## src/rtl/ibuf_pkg.sv

```systemverilog
// Shared constants for the ibuf pad input buffer: parameter defaults and
// counter widths used by the conditioning logic.
package ibuf_pkg;

  localparam int SYNC_STAGES_DEF = 2;
  localparam int FILTER_LEN_DEF  = 3;
  localparam int ACT_TIMEOUT_DEF = 24;

  localparam int FC_W = 4;
  localparam int AC_W = 16;

endpackage

```

## src/rtl/ibuf_sync.sv

```systemverilog
// N-flop synchronizer bringing an asynchronous pad level into the osc domain.
// The output is the last flop of a plain shift chain.
module ibuf_sync
  import ibuf_pkg::*;
#(
  parameter int N = SYNC_STAGES_DEF
) (
  input  logic osc,
  input  logic rst,
  input  logic d,
  output logic q
);

  logic [N-1:0] s;

  always_ff @(posedge osc or posedge rst) begin
    if (rst) begin
      s <= '0;
    end else begin
      s <= {s[N-2:0], d};
    end
  end

  assign q = s[N-1];

endmodule

```

## src/rtl/ibuf.sv

```systemverilog
// Pad input buffer: combinational pass-through plus an osc-domain conditioned
// copy (synchronized, glitch-filtered, edge pulses, activity monitor).
module ibuf
  import ibuf_pkg::*;
#(
  parameter int SYNC_STAGES = SYNC_STAGES_DEF,
  parameter int FILTER_LEN  = FILTER_LEN_DEF,
  parameter int ACT_TIMEOUT = ACT_TIMEOUT_DEF
) (
  input  logic osc,
  input  logic rst,
  input  logic I,
  output logic O,
  output logic o_sync,
  output logic o_filt,
  output logic rise,
  output logic fall,
  output logic active
);

  localparam logic [FC_W-1:0] FC_LAST = FC_W'(FILTER_LEN - 1);
  localparam logic [AC_W-1:0] AC_LOAD = AC_W'(ACT_TIMEOUT - 1);

  logic [FC_W-1:0] fc;
  logic [AC_W-1:0] ac;
  logic            pf;
  logic            edge_seen;

  // Raw pad path stays purely combinational so core logic sees it undelayed.
  assign O = I;

  ibuf_sync #(
    .N (SYNC_STAGES)
  ) u_sync (
    .osc (osc),
    .rst (rst),
    .d   (I),
    .q   (o_sync)
  );

  // The counter only runs while the synchronized level disagrees with the
  // filtered one, so any short pulse leaves fc back at zero.
  always_ff @(posedge osc or posedge rst) begin
    if (rst) begin
      fc     <= '0;
      o_filt <= 1'b0;
    end else if (o_sync == o_filt) begin
      fc <= '0;
    end else if (fc == FC_LAST) begin
      o_filt <= o_sync;
      fc     <= '0;
    end else begin
      fc <= fc + FC_W'(1);
    end
  end

  always_ff @(posedge osc or posedge rst) begin
    if (rst) begin
      pf <= 1'b0;
    end else begin
      pf <= o_filt;
    end
  end

  assign rise      = o_filt & ~pf;
  assign fall      = ~o_filt & pf;
  assign edge_seen = rise | fall;

  // A new edge wins over the countdown, so an edge landing on ac == 0 keeps
  // active asserted without a gap.
  always_ff @(posedge osc or posedge rst) begin
    if (rst) begin
      ac     <= '0;
      active <= 1'b0;
    end else if (edge_seen) begin
      ac     <= AC_LOAD;
      active <= 1'b1;
    end else if (ac != '0) begin
      ac <= ac - AC_W'(1);
    end else begin
      active <= 1'b0;
    end
  end

endmodule

```

## config.mk

```make
export PLATFORM = sky130hd
export DESIGN_NAME = ibuf
export DESIGN_NICKNAME = d
export VERILOG_FILES = /design/src/rtl/ibuf_pkg.sv /design/src/rtl/ibuf_sync.sv /design/src/rtl/ibuf.sv
export SDC_FILE = /design/constraint.sdc
export NUM_CORES = 1
export LEC_CHECK = 0
export ABC_CLOCK_PERIOD_IN_PS = 2000
export CORE_ASPECT_RATIO = 0.8
export CORE_MARGIN = 2
export CORE_UTILIZATION = 35
export DETAILED_ROUTE_END_ITERATION = 10
export DONT_BUFFER_PORTS = 1
export GPL_ROUTABILITY_DRIVEN = 0
export MAX_ROUTING_LAYER = met4
export SYNTH_ARGS = -nofsm -noshare
export SYNTH_HDL_FRONTEND = slang
export SYNTH_SLANG_ARGS = --single-unit
export TNS_END_PERCENT = 30
```

## constraint.sdc

```tcl
create_clock -name osc -period 2 [get_ports osc]
set_input_delay 0.2 -clock osc [delete_from_list [all_inputs] [get_ports osc]]
set_output_delay 0.2 -clock osc [all_outputs]
set_load 0.02 [all_outputs]
```

==> flow_summary.toml, run 1 <==
[run_status]
run_status = "completed"

[cts]
cts.sink_count = 25
cts.clk_slew.worst_paths_ps = 90
cts_root_buffer = "clkbuf_8"
insertion_delay_ps = 270
post_cts_resized = 0
level_count_of_the_clock_h_tree = 1
cts_buffers = 3
cts_max_path_buffers = 2
cts_tree = "built"

[setup_path]
setup.worst_path.class = "register to register"
worstPathRequired_ps = 2190
worst_path_max_delay_cell = "nor4_4"
cp_data_arrival_time_ps = 1970
timing.critical_path.cells = "nor4_4 > nand3_2 > buf_4 > o211a_1 > a31oi_1"
worst_setup_path_end_kind = "register"
timing.critical_path.slowest_cell_delay_ps = 480
startpoint_type = "register"
timing.critical_path.fanout_max = 5

[synthesis]
yosys.area.top_type = "dfrtp_1"
synth_seq_area_share = 0.455
synth_cell_type_count = 42
synth_async_sr_flop_share = 1.00
post_synth_edffs = 0
post_synthesis_net_count = 142
synth.avg_cell_area_um2 = 10.3
netlist_instances = 134
synthesis.yosys.warnings = 0
synth_top_cells_by_count = "dfrtp_1, nand2_1, inv_1, nor2_1"
synth-main-ff-cell = "dfrtp_1"
postSynthRegisterBits = 25
post_synthesis_instance_area_mm2 = 0.00138
ys_top_cells_by_area = "dfrtp_1, ha_1, nand2_1"
fraction_of_post_synthesis_cell_area_in_the_top_cell_type_by_area = 0.455
synth_most_common_cell = "dfrtp_1"

[floorplan]
placeableCoreArea_mm2 = 0.00378
die_w_um = 74.1
initial_utilization = 0.364
dieArea_mm2 = 0.00445
die_height_um = 60.1
boundaryPins = 9
core.rowCount = 20

[finish]
design.final.nets = 152
finalNonFillerCells = 198
num_antenna_cells = 0
area.growth.synth_to_final_pct = 12.0
drive_above_1_share = 0.161

[timing]
tns_ps = 0
finalHoldViolations = 0
rsz0062_at_grt = "no"
period_needed_ps = 1780
timing.max_slew.rel_slack = 0.719
finalClockSkew_ps = 1.81
final.hold.worst_slack_ps = 355
fin_ws_ps = 218
max_clock_freq_mhz = 561
min_period_over_period = 0.891
slew_viol_final = 0
finalSetupViolations = 0
worstMarginPinSlew_ps = 419

[pwr]
irDropWorstVdd_v = 0.000478
power_mw = 1.58
leakage_nw = 0.669
pwr_density_cell_mw_per_mm2 = 1020

[drt]
route.final.wire_length_mm = 2.61
post-route-drc-count = 0
avgRoutedWirePerCell_um = 13.2
detail_route.vias_per_cell = 5.13
number_of_optimization_iterations_in_the_first_detailed_route_pass = 4
drtIter0Drc = 46
vias = 1015
final_antenna_net_count = 0

[global_routing]
globalRouteTotalUtil = 0.141
grt_antenna_before_repair = 0
first_global_vias = 929
grt_overflow_total = 0
largest_net_degree_at_the_start_of_global_routing = 26
grt_first_pass_wirelength_mm = 4.53

[placement]
port_buffers = 0
worst_slack_after_detailed_placement_ps = 237
detailed_place_hpwl_mm = 1.87
placedCellCount = 192

[min_path]
hold_class = "register to register"

[job]
cap_violations = 0
area by class of cell:
cell class                 count  area, µm²
sequential                    25        626
inverter                      13       48.8
fill                         371       2240
clock inverter                 1       5.00
clock buffer                   3       41.3
multi-input combinational     93        686
tap                           55       68.8
timing repair buffer           8       65.1
sequential cells by signal (all words and copies together) (netlist names):
name      cells
u_sync.s      2
active        1
fc            4
o_filt        1
ac           16
pf            1
kinds of logic (layout without fill, tap and decap cells):
kind of cell	after synthesis	in the layout	synth area share
mux	6	6	0.0455
buf+inv	16	25	0.0464
xor+xnor	3	3	0.0191
flops	25	25	0.455
compound gates	25	25	0.124
fa+ha+maj	5	5	0.0455
simple gates	54	54	0.265
timing repair:
item                                    CTS  global route
hold endpoints to repair                 26             0
setup buffers                             0             0
endpoints found under the setup margin    0             0
hold buffers                              2             0
placed cells by master, fill, tap and decap left out, types with 2 or more instances in the layout:
master	netlist	layout
buf_4	1	6
inv_1	13	13
clkbuf_8	0	3
ha_1	5	5
nor4_2	3	3
nand2_1	14	14
xor2_1	2	2
a21oi_1	6	6
o2111ai_1	2	2
o211ai_1	3	3
nor2_1	9	9
nand3_1	6	6
nor3_1	2	2
o31ai_1	4	4
nand4_1	2	2
dfrtp_1	25	25
mux2i_1	4	4
dlygate4sd3_1	0	2
nand2b_1	3	3
o21ai_0	5	5
metal layers:
layer	GRT usage	share of wire
met1	0.194	0.52
met2	0.203	0.43
met3	0.0405	0.036
met4	0.0442	0.011
met5	-	0
where the power goes:
group | switching, mW | internal [mW]
logic | 0.393 | 0.215
registers | 0.0852 | 0.581
clock network | 0.161 | 0.139
total | 0.640 | 0.935
worst paths after layout:
check                                  from          end  slack, ps  depth (start not counted)
worst max-delay path                 ac[14]        ac[1]        220                          5
max in group asynchronous               rst       ac[15]       1330                          3
min in group asynchronous               rst        fc[3]        430                          3
worst min register to register  u_sync.s[0]  u_sync.s[1]        350                          0
worst min-delay path            u_sync.s[0]  u_sync.s[1]        350                          0
worst max register to register       ac[14]        ac[1]        220                          5
worst max-delay path, delay by kind of cell, from the launching register on:
kind | cells | cell delay (ps)
simple gates | 2 | 660
flops | 1 | 460
compound gates | 2 | 370
buf+inv | 1 | 210
stage by stage:
stage,cell area [µm²],utilization
after global placement,1470,0.390
after CTS,1540,0.408
after floorplan,1380,-
after global routing,1540,0.408
final,1540,0.408
after detailed placement,1470,0.390
No activity file was read; power rests on OpenSTA's default activity.
==> inputs of run 2 (changes only) <==
--- a/config.mk
+++ b/config.mk
@@ -12,6 +12,7 @@
 export DETAILED_ROUTE_END_ITERATION = 10
 export DONT_BUFFER_PORTS = 1
 export GPL_ROUTABILITY_DRIVEN = 0
+export GPL_TIMING_DRIVEN = 0
 export MAX_ROUTING_LAYER = met4
 export SYNTH_ARGS = -nofsm -noshare
 export SYNTH_HDL_FRONTEND = slang
==> run 2 against run 1 <==
  * Final cell count shrank 1.5%
  * Critical path depth up 1
  * Power grew 0.25%
  * Highest routed layer unchanged
  * Final area down 1.4%
  * Sequential share of layout area increased by 0.57 points
  * Wire length up 2.0%
  * Count of clock-buffer cells in the layout is the same
  * Global-route usage grew 0.23 points
==> flow_summary.toml, run 2 (synthesized netlist as in run 1, its figures left out) <==
[drt]
met2WireLength_mm = 1.20
final_antenna_net_count = 0
avgRoutedWirePerCell_um = 13.7
post-route-drc-count = 0
detail_route.vias_per_cell = 5.26
topRoutingLayerUsed = "met4"
drt_met1_wl_mm = 1.32
route.final.wire_length_mm = 2.66
vias = 1026
dr_wl_met3_um = 117
number_of_optimization_iterations_in_the_first_detailed_route_pass = 4
drtIter0Drc = 65

[pwr]
pwr_density_cell_mw_per_mm2 = 1040
power_mw = 1.58
irDropWorstVdd_v = 0.000434
leakage_nw = 0.655

[cts]
cts_max_path_buffers = 2
level_count_of_the_clock_h_tree = 1
insertion_delay_ps = 280
cts_tree = "built"
cts_root_buffer = "clkbuf_8"
cts.clk_slew.worst_paths_ps = 100
cts.sink_count = 25
cts_buffers = 3

[global_routing]
grt_first_pass_wirelength_mm = 4.68
grt_antenna_before_repair = 0
first_global_vias = 990
grt_overflow_total = 0
largest_net_degree_at_the_start_of_global_routing = 26
globalRouteTotalUtil = 0.144

[finish]
final_common_cell = "dfrtp_1"
fin_area_mm2 = 0.00152
num_antenna_cells = 0
regMostFlops = "ac"
design.final.nets = 149
layout.cells.most_common_list = "dfrtp_1, nand2_1, inv_1"
reg_top3 = "ac (16), fc (4), u_sync.s (2)"
area.growth.synth_to_final_pct = 10.5
fillers = 383
drive_above_1_share = 0.150
largest_register_ff_count = 16

[setup_path]
setup.worst_path.class = "register to register"
worstPathRequired_ps = 2170
startpoint_type = "register"
worst_setup_path_end_kind = "register"
cp_data_arrival_time_ps = 2030
timing.critical_path.fanout_max = 9
rr_worst_depth = 6

[timing]
timing.max_slew.rel_slack = 0.375
min_period_over_period = 0.932
max_clock_freq_mhz = 537
slew_viol_final = 0
tns_ps = 0
finalHoldViolations = 0
rsz0062_at_grt = "no"
fin_ws_ps = 137
final.hold.worst_slack_ps = 13.3
period_needed_ps = 1860
finalClockSkew_ps = 9.05
finalSetupViolations = 0
worstMarginPinSlew_ps = 936

[floorplan]
placeableCoreArea_mm2 = 0.00378
die_w_um = 74.1
initial_utilization = 0.364
dieArea_mm2 = 0.00445
core.rowCount = 20
die_height_um = 60.1
boundaryPins = 9

[placement]
port_buffers = 0
placed_cell_area_mm2 = 0.00144
detailed_place_hpwl_mm = 1.88
worst_slack_after_detailed_placement_ps = -139

[job]
cap_violations = 0

[min_path]
hold_class = "primary input to asynchronous set/reset pin"

[run_status]
run_status = "completed"
## run 2: path summary, 6_finish.rpt
check	startpoint	to	slack, ps
worst min-delay path	rst	fc[2]	10
min in group osc	u_sync.s[0]	u_sync.s[1]	370
worst max register to register	ac[0]	ac[0]	140
worst min register to register	u_sync.s[0]	u_sync.s[1]	370
worst max-delay path	ac[0]	ac[0]	140
max in group asynchronous	rst	ac[5]	1410
## run 2: critical path, stage by stage (launching register included)
cell,delay [ps]
dfrtp_1,450
inv_1,110
ha_1,180
nor3b_4,220
nand3_2,260
nor2_4,210
mux2_1,330
## run 2: repair_timing
action                                 4_1_cts  5_1_grt
resized for setup                            2        1
buffers inserted                             1        0
setup endpoints to repair                    9        1
hold buffers                                 1        0
endpoints found under the hold margin        1        0
## run 2: final cells by class
| type | count | area (µm²) | share of cell area |
|---|---|---|---|
| multi-input cells | 93 | 691 | 0.455 |
| flip-flops and latches | 25 | 626 | 0.412 |
| clock buffers | 3 | 41.3 | 0.0272 |
| repair buffers | 2 | 17.5 | 0.0115 |
| plain buffers | 3 | 17.5 | 0.0115 |
| clock inverters | 1 | 8.76 | 0.00577 |
| well taps | 55 | 68.8 | 0.0453 |
| inverters | 13 | 48.8 | 0.0321 |
## run 2: routing by layer
layer | track usage | up-vias
li1 | - | 494
met1 | 0.189 | 510
met2 | 0.221 | 20
met3 | 0.0422 | 2
met4 | 0.0312 | 0
met5 | - | -
## run 2: power breakdown
group	internal, mW	total, mW	switching, mW	leakage [nW]
logic	0.188	0.568	0.379	0.313
clock network	0.146	0.320	0.173	0.0261
registers	0.580	0.692	0.111	0.316
total	0.915	1.58	0.664	0.655
## run 2: per-stage QoR
step / utilization / cells
final: 0.402 / 195
after global routing: 0.402 / 195
after CTS: 0.401 / 195
after detailed placement: 0.382 / 189
after global placement: 0.382 / 189
after floorplan: - / 134
==> inputs of run 3 (changes only) <==
--- a/config.mk
+++ b/config.mk
@@ -5,9 +5,9 @@
 export SDC_FILE = /design/constraint.sdc
 export NUM_CORES = 1
 export LEC_CHECK = 0
-export ABC_CLOCK_PERIOD_IN_PS = 2000
+export ABC_AREA = 1
+export ABC_CLOCK_PERIOD_IN_PS = 1700
 export CORE_ASPECT_RATIO = 0.8
-export CORE_MARGIN = 2
 export CORE_UTILIZATION = 35
 export DETAILED_ROUTE_END_ITERATION = 10
 export DONT_BUFFER_PORTS = 1
==> constraint.sdc (replaced) <==
create_clock -name osc -period 1.7 [get_ports osc]
set_input_delay 0.17 -clock osc [delete_from_list [all_inputs] [get_ports osc]]
set_output_delay 0.17 -clock osc [all_outputs]
set_load 0.02 [all_outputs]
==> run 3 against run 2 <==
  * The run now ends with hold timing left
  * Core utilization is 0.23 points higher
  * Setup slack better by 26 ps
  * Register-to-register slack better by 30 ps
  * Die area is 3.0% lower
  * Critical endpoint is now ac[10]
  * Power is 11% higher
  * Fmax is 21% higher
==> flow_summary.toml, run 3 <==
[setup_path]
timing.critical_path.cells = "inv_1 > ha_2 > nand2_4 > nor2_4 > nand3_4 > clkinv_4 > buf_12 > nor2_2"
regToRegStartpoint = "ac[0]"
worst_path_max_delay_cell = "dfrtp_1"
startpoint_type = "register"
cell_class_contributing_the_biggest_share_of_worst_path_delay = "flip-flops"
cp_data_arrival_time_ps = 1710
path_buf_inv = 3
r2r_slack_ps = 160
setup.worst_path.class = "register to register"
timing.critical_path.fanout_max = 10
worstPathRequired_ps = 1870
timing.critical_path.slowest_cell_delay_ps = 400
worst_setup_path_end_kind = "register"
rr_worst_depth = 8
crit_reg_reg_endpoint = "ac[10]"

[cts]
cts.sink_count = 25
cts_buffers = 3
cts.clk_slew.worst_paths_ps = 90
cts_tree = "built"
post_cts_setup_inserts = 0
insertion_delay_ps = 280
cts_root_buffer = "clkbuf_8"
level_count_of_the_clock_h_tree = 1
cts_max_path_buffers = 2

[floorplan]
dieArea_mm2 = 0.00431
die_height_um = 59.0
placeableCoreArea_mm2 = 0.00383
initial_utilization = 0.371
core.rowCount = 20
die_w_um = 73.2
boundaryPins = 9

[drt]
final_antenna_net_count = 0
drtIter0Drc = 91
avgRoutedWirePerCell_um = 10.8
number_of_optimization_iterations_in_the_first_detailed_route_pass = 4
vias = 1074
route.final.wire_length_mm = 2.60
detail_route.vias_per_cell = 4.48
post-route-drc-count = 0

[timing]
final.hold.worst_slack_ps = -15.5
finalSetupViolations = 0
period_needed_ps = 1540
finalHoldViolations = 25
timing.max_slew.rel_slack = 0.373
tns_ps = 0
max_clock_freq_mhz = 650
rsz0062_at_grt = "no"
worstMarginPinSlew_ps = 939
min_period_over_period = 0.904
finalClockSkew_ps = 8.21
fin_ws_ps = 163
slew_viol_final = 0

[min_path]
hold_class = "primary input to asynchronous set/reset pin"

[finish]
layout.cells.most_common_list = "nand2_1, nor2_1, inv_1, dfrtp_1, nand3_1"
drive_above_1_share = 0.162
multiInputGateArea_um2 = 657
area.growth.synth_to_final_pct = 9.08
ff_latch_area_um2 = 627
finalNonFillerCells = 240
final_common_cell = "nand2_1"
fillers = 400
num_antenna_cells = 0
regMostFlops = "ac"
design.final.nets = 194
reg_top3 = "ac (16), fc (4), u_sync.s (2)"
largest_register_ff_count = 16

[global_routing]
met3_usage = 0.0377
first_global_vias = 953
gr-max-usage-layer = "met1"
use_met1 = 0.205
globalRouteTotalUtil = 0.145
grt_first_pass_wirelength_mm = 4.51
grt_overflow_total = 0
largest_net_degree_at_the_start_of_global_routing = 26
grtUsageMet2 = 0.201
grt_antenna_before_repair = 0

[pwr]
leakage_nw = 0.801
power_mw = 1.75
pwr_density_cell_mw_per_mm2 = 1130
irDropWorstVdd_v = 0.000558

[synthesis]
post_synth_edffs = 0
synth_most_common_cell = "nand2_1"
ys_top_cells_by_area = "dfrtp_1, nand2_1, nand3_1"
post_synthesis_net_count = 188
synth.avg_cell_area_um2 = 7.88
yosys.area.top_type = "dfrtp_1"
synth-main-ff-cell = "dfrtp_1"
synth_cell_type_count = 23
fraction_of_post_synthesis_cell_area_in_the_top_cell_type_by_area = 0.441
synthesis.yosys.warnings = 0
synth_seq_area_share = 0.441
synth_top_cells_by_count = "nand2_1, nor2_1, dfrtp_1, inv_1, nand3_1"
netlist_instances = 180
synth_async_sr_flop_share = 1.00
postSynthRegisterBits = 25
post_synthesis_instance_area_mm2 = 0.00142

[placement]
worst_slack_after_detailed_placement_ps = 67.0
port_buffers = 0
detailed_place_hpwl_mm = 1.93
placedCellCount = 235

[job]
cap_violations = 0

[run_status]
violations = "hold timing"
run_status = "finished, violations left"
run 3: per-layer routing:
layer  up-vias  share of wire
met5         -              0
met4         0          0.015
met3         5          0.033
li1        563              -
met2        19           0.41
met1       487           0.55
run 3: cells by family after synthesis:
| family | after synthesis | synth area share |
|---|---|---|
| AOI/OAI and AO/OA | 5 | 0.0194 |
| xor gates and xnor gates | 4 | 0.0247 |
| adders and majority gates | 5 | 0.0441 |
| buffers and inverters | 29 | 0.0979 |
| DFF | 25 | 0.441 |
| and+or+nand+nor | 112 | 0.373 |
run 3: power by group:
group          internal [mW]  switching [mW]  leakage (nW)  total (mW)
Sequential             0.694           0.114         0.315       0.808
Clock                  0.164           0.196        0.0255       0.361
Combinational          0.191           0.386         0.460       0.577
run 3: worst max-delay path by stage:
stage / to / depth (start not counted) / slack, ps / from
3_3_place_gp: ac[5] / 6 / 90 / o_filt
3_5_place_dp: ac[10] / 6 / 70 / o_filt
5_1_grt: ac[11] / 8 / 30 / ac[0]
6_report: ac[10] / 8 / 160 / ac[0]
4_1_cts: ac[10] / 6 / 40 / o_filt
2_1_floorplan: ac[11] / 7 / 220 / o_filt
run 3: layout make-up:
type                       count  share of cell area
sequential                    25               0.405
inverter                      25              0.0639
timing repair buffer           1             0.00647
multi-input combinational    126               0.424
clock inverter                 1             0.00323
buffer                         4              0.0259
tap                           55              0.0445
clock buffer                   3              0.0267
run 3: worst register-to-register path: cells and delay by family (launching register included):
family,cells,cell delay (ps)
simple gates,4,400
buf+inv,3,360
flops,1,400
fa+ha+maj,1,280
run 3: repair_timing:
action / CTS / global route
endpoints found under the hold margin: 1 / 0
hold buffers: 1 / 0
setup endpoints to repair: 0 / 11
resized for setup: 0 / 2
run 3: per-stage QoR:
step,util,instance area (µm²)
5_1_grt,0.404,1550
4_1_cts,0.403,1540
3_5_place_dp,0.389,1490
3_3_place_gp,0.389,1490
2_1_floorplan,-,1420
6_report,0.404,1550
